==> src/rtl/arc4_seq.sv <==
// ARC4 phase sequencer. Runs the S-init, key-schedule and keystream engines in order over
// one rdy/en handshake each, and routes the single shared S-memory port to the owning engine.
`timescale 1ns/1ps
module arc4_seq (
  input  logic        clk,
  input  logic        rst_n,
  input  logic        en,
  output logic        rdy,
  output logic        init_en,
  input  logic        init_rdy,
  input  logic [7:0]  init_addr,
  input  logic [7:0]  init_wrdata,
  input  logic        init_wren,
  output logic        ksa_en,
  input  logic        ksa_rdy,
  input  logic [7:0]  ksa_addr,
  input  logic [7:0]  ksa_wrdata,
  input  logic        ksa_wren,
  output logic        prga_en,
  input  logic        prga_rdy,
  input  logic [7:0]  prga_addr,
  input  logic [7:0]  prga_wrdata,
  input  logic        prga_wren,
  output logic [7:0]  s_addr,
  output logic [7:0]  s_wrdata,
  output logic        s_wren,
  output logic        err,
  output logic [15:0] cycles
);

  typedef enum logic [2:0] {
    StIdle,
    StInitGo,
    StInitWait,
    StKsaGo,
    StKsaWait,
    StPrgaGo,
    StPrgaWait
  } state_e;

  state_e      state_q, state_d;
  logic        err_q, err_d;
  logic [15:0] cycles_q, cycles_d;
  logic        foreign_wren;

  always_ff @(posedge clk or negedge rst_n) begin
    if (!rst_n) begin
      state_q  <= StIdle;
      err_q    <= 1'b0;
      cycles_q <= 16'd0;
    end else begin
      state_q  <= state_d;
      err_q    <= err_d;
      cycles_q <= cycles_d;
    end
  end

  // Each GO state forwards the engine's rdy as its en, so the pulse lasts exactly one cycle.
  always_comb begin
    state_d = state_q;
    rdy     = 1'b0;
    init_en = 1'b0;
    ksa_en  = 1'b0;
    prga_en = 1'b0;
    unique case (state_q)
      StIdle: begin
        rdy = 1'b1;
        if (en) state_d = StInitGo;
      end
      StInitGo: begin
        init_en = init_rdy;
        if (init_rdy) state_d = StInitWait;
      end
      StInitWait: begin
        if (init_rdy) state_d = StKsaGo;
      end
      StKsaGo: begin
        ksa_en = ksa_rdy;
        if (ksa_rdy) state_d = StKsaWait;
      end
      StKsaWait: begin
        if (ksa_rdy) state_d = StPrgaGo;
      end
      StPrgaGo: begin
        prga_en = prga_rdy;
        if (prga_rdy) state_d = StPrgaWait;
      end
      StPrgaWait: begin
        if (prga_rdy) state_d = StIdle;
      end
      default: state_d = StIdle;
    endcase
  end

  // Memory ownership follows the registered phase; any other engine's write is dropped and flagged.
  always_comb begin
    s_addr       = 8'd0;
    s_wrdata     = 8'd0;
    s_wren       = 1'b0;
    foreign_wren = 1'b0;
    unique case (state_q)
      StInitGo, StInitWait: begin
        s_addr       = init_addr;
        s_wrdata     = init_wrdata;
        s_wren       = init_wren;
        foreign_wren = ksa_wren | prga_wren;
      end
      StKsaGo, StKsaWait: begin
        s_addr       = ksa_addr;
        s_wrdata     = ksa_wrdata;
        s_wren       = ksa_wren;
        foreign_wren = init_wren | prga_wren;
      end
      StPrgaGo, StPrgaWait: begin
        s_addr       = prga_addr;
        s_wrdata     = prga_wrdata;
        s_wren       = prga_wren;
        foreign_wren = init_wren | ksa_wren;
      end
      default: begin
        s_addr       = 8'd0;
        s_wrdata     = 8'd0;
        s_wren       = 1'b0;
        foreign_wren = 1'b0;
      end
    endcase
  end

  always_comb begin
    err_d    = err_q;
    cycles_d = cycles_q;
    if (state_q == StIdle) begin
      if (en) begin
        err_d    = 1'b0;
        cycles_d = 16'd0;
      end
    end else begin
      err_d = err_q | foreign_wren;
      if (cycles_q != 16'hFFFF) cycles_d = cycles_q + 16'd1;
    end
  end

  assign err    = err_q;
  assign cycles = cycles_q;

endmodule

==> config.mk <==
export PLATFORM = sky130hd
export DESIGN_NAME = arc4_seq
export DESIGN_NICKNAME = d
export VERILOG_FILES = /design/src/rtl/arc4_seq.sv
export SDC_FILE = /design/constraint.sdc
export NUM_CORES = 1
export LEC_CHECK = 0
export ABC_AREA = 1
export CORE_MARGIN = 2
export CORE_UTILIZATION = 39
export DETAILED_ROUTE_END_ITERATION = 12
export PLACE_DENSITY_LB_ADDON = 0.05
export SLEW_MARGIN = 10
export SYNTH_ARGS = -nofsm -noshare
export SYNTH_HDL_FRONTEND = slang
export SYNTH_SLANG_ARGS = --single-unit
==> constraint.sdc <==
create_clock -name clk -period 1.9 [get_ports clk]
set_input_delay 0.19 -clock clk [delete_from_list [all_inputs] [get_ports clk]]
set_output_delay 0.19 -clock clk [all_outputs]
set_load 0.02 [all_outputs]
# [Word-level counts from Yosys, hierarchy flattened]
# Index checks and enable logic that the tools add are counted.
[word_totals] in_bits=57 reg_bits=20 wordCells=50 out_inout_bits=38
[op_classes] bitwise=4 addsub=1 eq_ne=14 n_reduce_logical=7 n_mux=21
[ops] op="16-bit two-way mux" count=3
[ops] op="8-bit case mux with 3 select lines" count=2
[ops] op="3-bit two-way mux" count=7
[ops] op="3-bit case mux with 7 select lines" count=1
[ops] op="16-bit by 1-bit adder with 16-bit output (second input constant)" count=1
[ops] op="16-bit inequality test (second input constant)" count=1
[ops] op="2-bit inequality test (second input constant)" count=7
[ops] op="3-bit == test (second input constant)" count=3
[ops] op="7-bit AND reduction" count=1
[ops] op="3-bit by 2-bit == test with 1-bit output (second input constant)" count=2
[ops] op="1-bit two-way mux" count=6
[ops] op="1-bit case mux with 3 select lines" count=2
[ops] op="2-bit OR reduction" count=3
[ops] op="1-bit bitwise OR" count=4
[ops] op="3-bit by 1-bit == test with 1-bit output (second input constant)" count=1
[ops] op="3-bit logical NOT" count=1
[ops] op="2-bit AND reduction" count=1
[ops] op="2-bit nonzero test" count=1

# [Logic depth before layout (Yosys ltp)]
# Gate-level depths: netlist (run 1).
[depth] ltp_word=5 depth_mapped=10 depth_no_buf=10

# [Least setup slack after synthesis (run 1)]
# OpenSTA, ideal clock, no wires.
[synth_path] path_kind="register to register" startpoint="reg cycles_q[0], in the netlist cycles[0]" endpoint="reg cycles_q[5], in the netlist cycles[5]" arrival_ps=1485 path_slack_ps=298 period_less_slack_ps=1602 setup_time_ps=117 stages_incl_launch_ff=11 required_ps=1783 n_path_buf=0 cell_sequence="dfrtp_1 ha_1 nand3_1 inv_2 nand2_2 inv_1 nand2_1 nor2_1 nor2_4 nand2_1 nand2_1"
[synth_between] elab_chain_len=3 word_cells_on_any_way=6 cone_classes="add/sub (1); eq/ne (1); mux (2); reduce/logical (2)"
[synth_rtl] element="start: declaration" line="43" text="logic [15:0] cycles_q, cycles_d;"
[synth_rtl] element="start signal: assignment" line="54" text="cycles_q <= cycles_d;"
[synth_rtl] element="16-bit by 1-bit adder with 16-bit output / 16-bit inequality test (equally long branches)" line="139" text="if (cycles_q != 16'hFFFF) cycles_d = cycles_q + 16'd1;"
[synth_rtl] element="16-bit two-way mux / 2-bit nonzero test (equally long branches)"
[synth_rtl] element="16-bit two-way mux / 2-bit AND reduction (equally long branches)"
# Parallel ways exist; a longest one is shown, timed or not. The select of a mux whose other input is x is not followed.
# A chain may end at the register's enable or synchronous reset.

# [Worst setup path after layout (run 1)]
[layout_path] startpoint="reg state_q[0]" endpoint="out s_wren"
[layout_between] elab_chain_len=3 word_cells_on_any_way=10 cone_classes="eq/ne (6); mux (1); reduce/logical (3)"
[layout_rtl] element="start: declaration" line="41" text="state_e state_q, state_d;"
[layout_rtl] element="start signal: assignment" line="48" text="state_q <= StIdle;"
[layout_rtl] element="start signal: assignment" line="52" text="state_q <= state_d;"
[layout_rtl] element="3-bit == test (tied with other cells)" line="101" text="unique case (state_q)"
[layout_rtl] element="2-bit OR reduction" line="101"
[layout_rtl] element="1-bit case mux with 3 select lines *" line="101"
[layout_rtl] element="end: declaration" line="26" text="output logic s_wren,"
# Every way passes the cells marked *; elsewhere a longest branch is shown, timed or not.

==> reports/metrics.cfg, run 1 <==
[run_status]
status=completed

[yosys]
synth-edff-count=0
ys_seq_elements=20
synth_warnings=0
async_flop_share_pct=100.0
synth_area_leaders=dfrtp_1, nand2_1, nand3_1, inv_1, o21ai_2
yosys-top-cells-count=nand2_1, nand3_1, inv_1
synthFlopType=dfrtp_1
syn_area_sq_mm=0.001705
syn-num-nets=337
synth_largest_area_cell=dfrtp_1
synth_area_per_cell_sq_um=6.112
syn_inst=279
synth_most_common_cell=nand2_1
seq_area_frac_synth_pct=29.35
yosys.area.top_type_share_pct=29.35
synth.distinct_cells=23

[placed_design]
dp_slack_ns=-0.02210
dp.final_hpwl_um=4266
io_buffer_count=94
gp_congestion=0.8030
placed_area_sq_mm=0.002813
place_inst=436

[clock_network]
holdBufCountCts=0
root_buffer=clkbuf_8
clk_latency_ns=0.26
cts_tree=yes
htreeDepth=1
cts_setup_buffers=0
cts.sinks=20
clkTransAtPathRegs_ns=0.08
cts_buffers=3
clockBufferDepth=2

[die]
dieArea_sq_mm=0.004918
coreArea_sq_mm=0.004294
dieHeight_um=70.13
ioPinCount=95
row_count=24
die_x_um=70.13
start_util_pct=39.71

[timing]
rsz0062_at_grt=false
slew-limit-headroom_pct=75.21
min_period_over_period_pct=91.53
worst_slack_ns=0.1609
drv_slew=0
fin_crit_ns=1.739
hold_violations=0
worst_slew_pin_slew_ns=0.3710
skew_ns=0.008245
setup_viol=0
max_freq_ghz=0.5750

[global_route]
antenna_found_initial=0
grt_start_max_net_pins=21
track_usage_pct=22.18
grt_first_pass_wirelength_um=8894
grt_pass1_vias=1927
grt_overflow=0

[pwr]
clkPwrFrac_pct=8.6
comb_power_share_pct=73.1
cellInternalPower_mw=1.851
p_sw_mw=1.986
p_leak_nw=1.368
power_mw=3.837
power_density_mw_per_mm2=1375
vdd_ir_drop_max_mv=0.9282
seqPwrFrac_pct=18.3
swShare_pct=51.77

[min_path]
hold_path.class=in2async

[setup_path]
worstSetupStartpointType=flip-flop
critPathMaxFanout=18
critPathArrivalTime_ns=1.55
required_ns=1.71
worstSetupPathType=reg2out
endpoint_kind=output pin

[cells_and_area]
nNetsFinal=447
antenna_cells=0
final_cells=440
design_area_sq_mm=0.002790
syn_to_final_growth_pct=63.61
utilization_pct=64.98
fill_cells=414
layout-drive-gt1-share_pct=16.75

[route]
detail_route.wl_per_cell_um=12.30
via_count=2146
ant_nets=0
wl_um=5412
drt_iter0_drc=116
viasPerCell=4.877
drc=0
drtPass1Iterations=4

[flow_run]
maxCapViolCount=0

## sequential cells by signal (all words and copies together), names as in the netlist
signal,flops
cycles,16
err,1
state_q,3
## layer usage
metal  GRT usage (%)  wire, um  up-vias
li1                -         -     1108
met2           36.83      2556       67
met5               0         0        -
met1           29.71      2495      961
met4           6.197        92        0
met3           3.752       267       10
## critical path, stage by stage, from the launching register on
cell,delay [ns]
dfrtp_1,0.42
nand2_1,0.15
nand3_1,0.13
inv_2,0.09
buf_12,0.14
nand2_1,0.06
o221ai_1,0.08
clkbuf_2,0.21
## final cells by class
type | instances | area [sq um] | area share (%)
Inverter | 34 | 132.6 | 4.753
Clock buffer | 4 | 55.05 | 1.973
Timing Repair Buffer | 110 | 991.0 | 35.52
Tap cell | 52 | 65.06 | 2.332
Multi-Input combinational cell | 220 | 1046 | 37.49
Sequential cell | 20 | 500.5 | 17.94
## logic make-up (layout without fill, tap and decap cells)
kind of cell | Yosys count | count (layout) | synth area share (%)
AOI/OAI and AO/OA | 27 | 27 | 10.71
xor gates and xnor gates | 3 | 3 | 1.541
adders and majority gates | 1 | 1 | 0.7336
buffers and inverters | 39 | 148 | 9.318
DFF | 20 | 20 | 29.35
and+or+nand+nor | 189 | 189 | 48.35
## repair_timing
item                                    in CTS  in global routing
hold endpoints to repair                     0                  0
gates resized for setup                     22                 36
endpoints found under the setup margin      19                 19
pin swaps                                    0                  0
## power by group through the flow
stage	Combinational (mW)	Sequential, mW	Clock [mW]
2_1_floorplan	1.54	0.815	0
3_3_place_gp	3.07	0.703	0
3_5_place_dp	3.08	0.710	0
4_1_cts	2.89	0.702	0.344
5_1_grt	3.10	0.731	0.355
6_report	2.80	0.701	0.332
## stage by stage
stage                     TNS (ns)  hold slack (ns)
after floorplan                  0          -0.1056
after global placement           0           0.5416
after detailed placement  -0.05280           0.5359
after CTS                        0           0.2704
after global routing             0           0.2973
final                            0           0.2615
## worst paths after layout
kind / startpoint / end / slack, ns / cells past startpoint
max: state_q[0] / s_wren / 0.16 / 7
min: rst_n / cycles[6] / 0.26 / 2
max reg2reg: state_q[1] / cycles[15] / 0.21 / 10
min reg2reg: cycles[1] / cycles[1] / 0.56 / 2
max in group asynchronous: rst_n / cycles[0] / 1.41 / 2
min in group clk: cycles[1] / cycles[1] / 0.56 / 2
## layout by cell type (no fill, tap or decap), types with 2 or more instances in the layout
master / instances
inv_4: 2
nor2_1: 17
nand4_1: 4
o21ai_1: 3
buf_4: 15
clkbuf_8: 4
xor2_1: 3
nand2_2: 4
nor2_4: 2
o21ai_2: 11
o21ai_0: 8
nand2_1: 112
nand3_2: 2
clkdlybuf4s50_1: 73
nor3_1: 4
dlymetal6s2s_1: 2
a21oi_1: 3
dfrtp_1: 20
nor2_2: 4
inv_1: 29
nand3_1: 39
inv_2: 3
dlygate4sd2_1: 2
clkbuf_2: 17
No activity file was read; power rests on OpenSTA's default activity.
==> inputs of run 2 (changes only) <==
--- a/config.mk
+++ b/config.mk
@@ -8,6 +8,7 @@
 export ABC_AREA = 1
 export CORE_MARGIN = 2
 export CORE_UTILIZATION = 39
+export CTS_CLUSTER_DIAMETER = 200
 export DETAILED_ROUTE_END_ITERATION = 12
 export PLACE_DENSITY_LB_ADDON = 0.05
 export SLEW_MARGIN = 10
==> constraint.sdc (replaced) <==
create_clock -name clk -period 1.9 [get_ports clk]
set_input_delay 0.285 -clock clk [delete_from_list [all_inputs] [get_ports clk]]
set_output_delay 0.285 -clock clk [all_outputs]
set_load 0.02 [all_outputs]
==> run 2 against run 1 <==
Compared with the run above:
- global-route usage is 1.7 points higher
- clock skew decreased by 0.0026 ns
- maximum frequency down 5.1%
- die area stayed put
- design area rose by 6.3%
- sequential power rose by 1%
- clock-buffer cell count fell by 1
- worst setup slack got worse by 0.094 ns
- hold slack improved by 0.11 ns
- critical path depth grew 1
- combinational power grew 11%
- largest power group unchanged
==> reports/metrics.cfg, run 2 (synthesis results as in run 1) <==
[run_status]
status=completed  ; unchanged

[die]
dieArea_sq_mm=0.004918  ; unchanged
coreArea_sq_mm=0.004294  ; unchanged
row_count=24  ; unchanged
start_util_pct=39.71  ; unchanged
dieHeight_um=70.13  ; unchanged
ioPinCount=95  ; unchanged
die_x_um=70.13  ; unchanged

[clock_network]
cts.sinks=20  ; unchanged
cts_tree=yes  ; unchanged
clockBufferDepth=2  ; unchanged
root_buffer=clkbuf_8  ; unchanged
clkTransAtPathRegs_ns=0.08  ; about the same
cts_buffers=3  ; unchanged
htreeDepth=1  ; unchanged
clk_latency_ns=0.26  ; about the same
holdBufCountCts=0  ; unchanged

[setup_path]
worstSetupStartpointType=flip-flop  ; unchanged
cpMaxStageDelayCell=dfrtp_2  ; was dfrtp_1
crit_family=buffers and inverters  ; unchanged
path_buf_inv=4  ; was 3
slowest_delay_ns=0.45  ; was 0.42 ns
worstSetupPathType=reg2out  ; unchanged
critPathArrivalTime_ns=1.55  ; about the same
critPathMaxFanout=4  ; was 18
path_cells=inv_2, nand2_4, nand3_4, clkinvlp_4, buf_4, nand2_1, o221ai_1, buf_2  ; was nand2_1, nand3_1, inv_2, buf_12, nand2_1, o221ai_1, clkbuf_2
required_ns=1.62  ; was 1.71 ns
endpoint_kind=output pin  ; unchanged

[flow_run]
maxCapViolCount=0  ; unchanged

[cells_and_area]
multiInputGateArea_sq_mm=0.001084  ; was 0.001046 sq mm
final_common_cell=nand2_1  ; unchanged
final_cells=452  ; was 440
fill_cells=375  ; was 414
syn_to_final_growth_pct=73.88  ; was 63.61%
nNetsFinal=459  ; was 447
register_area_sq_um=503.0  ; was 500.5 sq um
final_cell_mix=nand2_1, clkdlybuf4s50_1, nand3_1, inv_1, buf_4  ; was nand2_1, clkdlybuf4s50_1, nand3_1, inv_1, dfrtp_1
antenna_cells=0  ; unchanged
largest_reg_flops=16  ; unchanged
layout-drive-gt1-share_pct=21.75  ; was 16.75%

[pwr]
comb_power_share_pct=73.3  ; was 73.1%
swShare_pct=49.24  ; was 51.77%
seqPwrFrac_pct=16.6  ; was 18.3%
clkPwrFrac_pct=10.1  ; was 8.6%
power_density_mw_per_mm2=1436  ; was 1375 mW/mm^2
p_leak_nw=1.421  ; was 1.368 nW
vdd_ir_drop_max_mv=0.9227  ; was 0.9282 mV
cellInternalPower_mw=2.161  ; was 1.851 mW
p_sw_mw=2.096  ; was 1.986 mW

[global_route]
grt_start_max_net_pins=21  ; unchanged
track_usage_pct=23.88  ; was 22.18%
grt_first_pass_wirelength_um=9694  ; was 8894 um
grt_pass1_vias=2058  ; was 1,927
grt_overflow=0  ; unchanged
antenna_found_initial=0  ; unchanged

[placed_design]
dp.final_hpwl_um=4352  ; was 4266 um
place_inst=440  ; was 436
gp_congestion=0.8842  ; was 0.8030
io_buffer_count=94  ; unchanged

[timing]
max_freq_ghz=0.5457  ; was 0.5750 GHz
setup_viol=0  ; unchanged
setup_tns_ns=0  ; unchanged
skew_ns=0.005684  ; was 0.008245 ns
fin_crit_ns=1.833  ; was 1.739 ns
min_period_over_period_pct=96.45  ; was 91.53%
slew-limit-headroom_pct=74.84  ; was 75.21%
hold_violations=0  ; unchanged
rsz0062_at_grt=true  ; was false
drv_slew=0  ; unchanged
worst_slew_pin_slew_ns=0.3765  ; was 0.3710 ns

[route]
detail_route.wl_per_cell_um=12.88  ; was 12.30 um
drc=0  ; unchanged
ant_nets=0  ; unchanged
drtPass1Iterations=4  ; unchanged
drt_iter0_drc=98  ; was 116
drt-met1-wl_um=2668  ; was 2495 um
met2WireLength_um=2823  ; was 2556 um
via_count=2184  ; was 2,146
wl_um=5824  ; was 5412 um
viasPerCell=4.832  ; was 4.877
top_layer_used=met4  ; unchanged
dr_wl_met3_um=304  ; was 267 um

[min_path]
hold_path.class=in2async  ; unchanged

-- run 2: cell types whose count changed in the layout (fill, tap and decap cells not counted), sizes merged --
| cell | delta |
|---|---|
| clkinvlp | +1 |
| dlygate4sd2 | +2 |
| clkdlybuf4s15 | +4 |
| bufinv | +1 |
| clkinv | +1 |
| inv | -1 |
| clkbuf | -14 |
| buf | +20 |
| dlymetal6s2s | -2 |
-- run 2: layout make-up --
| type | instances | area share (%) |
|---|---|---|
| clock inverters | 1 | 1.013 |
| flip-flops and latches | 20 | 16.96 |
| multi-input cells | 220 | 36.54 |
| well taps | 52 | 2.194 |
| repair buffers | 121 | 37.00 |
| clock buffers | 3 | 1.392 |
| repair inverters | 1 | 0.2532 |
| inverters | 34 | 4.641 |
-- run 2: metal layers --
layer	global-route usage [%]	up-vias
met5	0	-
met4	2.137	0
met3	3.752	6
met2	40.42	53
met1	33.42	985
li1	-	1140
-- run 2: timing repair --
item                                    4_1_cts  5_1_grt
gates cloned                                  1        0
setup buffers                                 5        2
pin swaps                                     0        0
endpoints found under the setup margin       21       17
resized for setup                            66       22
-- run 2: path summary, 6_finish.rpt --
check,from,endpoint,slack [ns],cells after the start
min reg2reg,cycles[15],cycles[15],0.56,2
min,rst_n,cycles[4],0.37,2
min in group clk,cycles[15],cycles[15],0.56,2
max,state_q[0],s_wren,0.07,8
max in group asynchronous,rst_n,state_q[0],1.29,2
max reg2reg,state_q[0],cycles[9],0.22,9
-- run 2: through the flow --
stage	power [mW]	instance area (sq um)	util, %	hold WS, ns	setup slack [ns]
final	4.258	2965	69.06	0.3711	0.06736
after detailed placement	3.728	2830	65.91	0.5416	-0.1556
after floorplan	2.356	1705	-	-0.01059	0.2983
after CTS	4.181	2940	68.47	0.3781	-0.08768
after global routing	4.620	2965	69.06	0.3829	-0.04755
after global placement	3.693	2830	65.91	0.5401	-0.1015
-- run 2: power groups by stage --
stage	Combinational, mW	Sequential, mW	Clock, mW
after global placement	2.99	0.702	0
after detailed placement	3.02	0.705	0
after CTS	3.04	0.699	0.437
after global routing	3.43	0.735	0.456
final	3.12	0.708	0.428
after floorplan	1.54	0.815	0
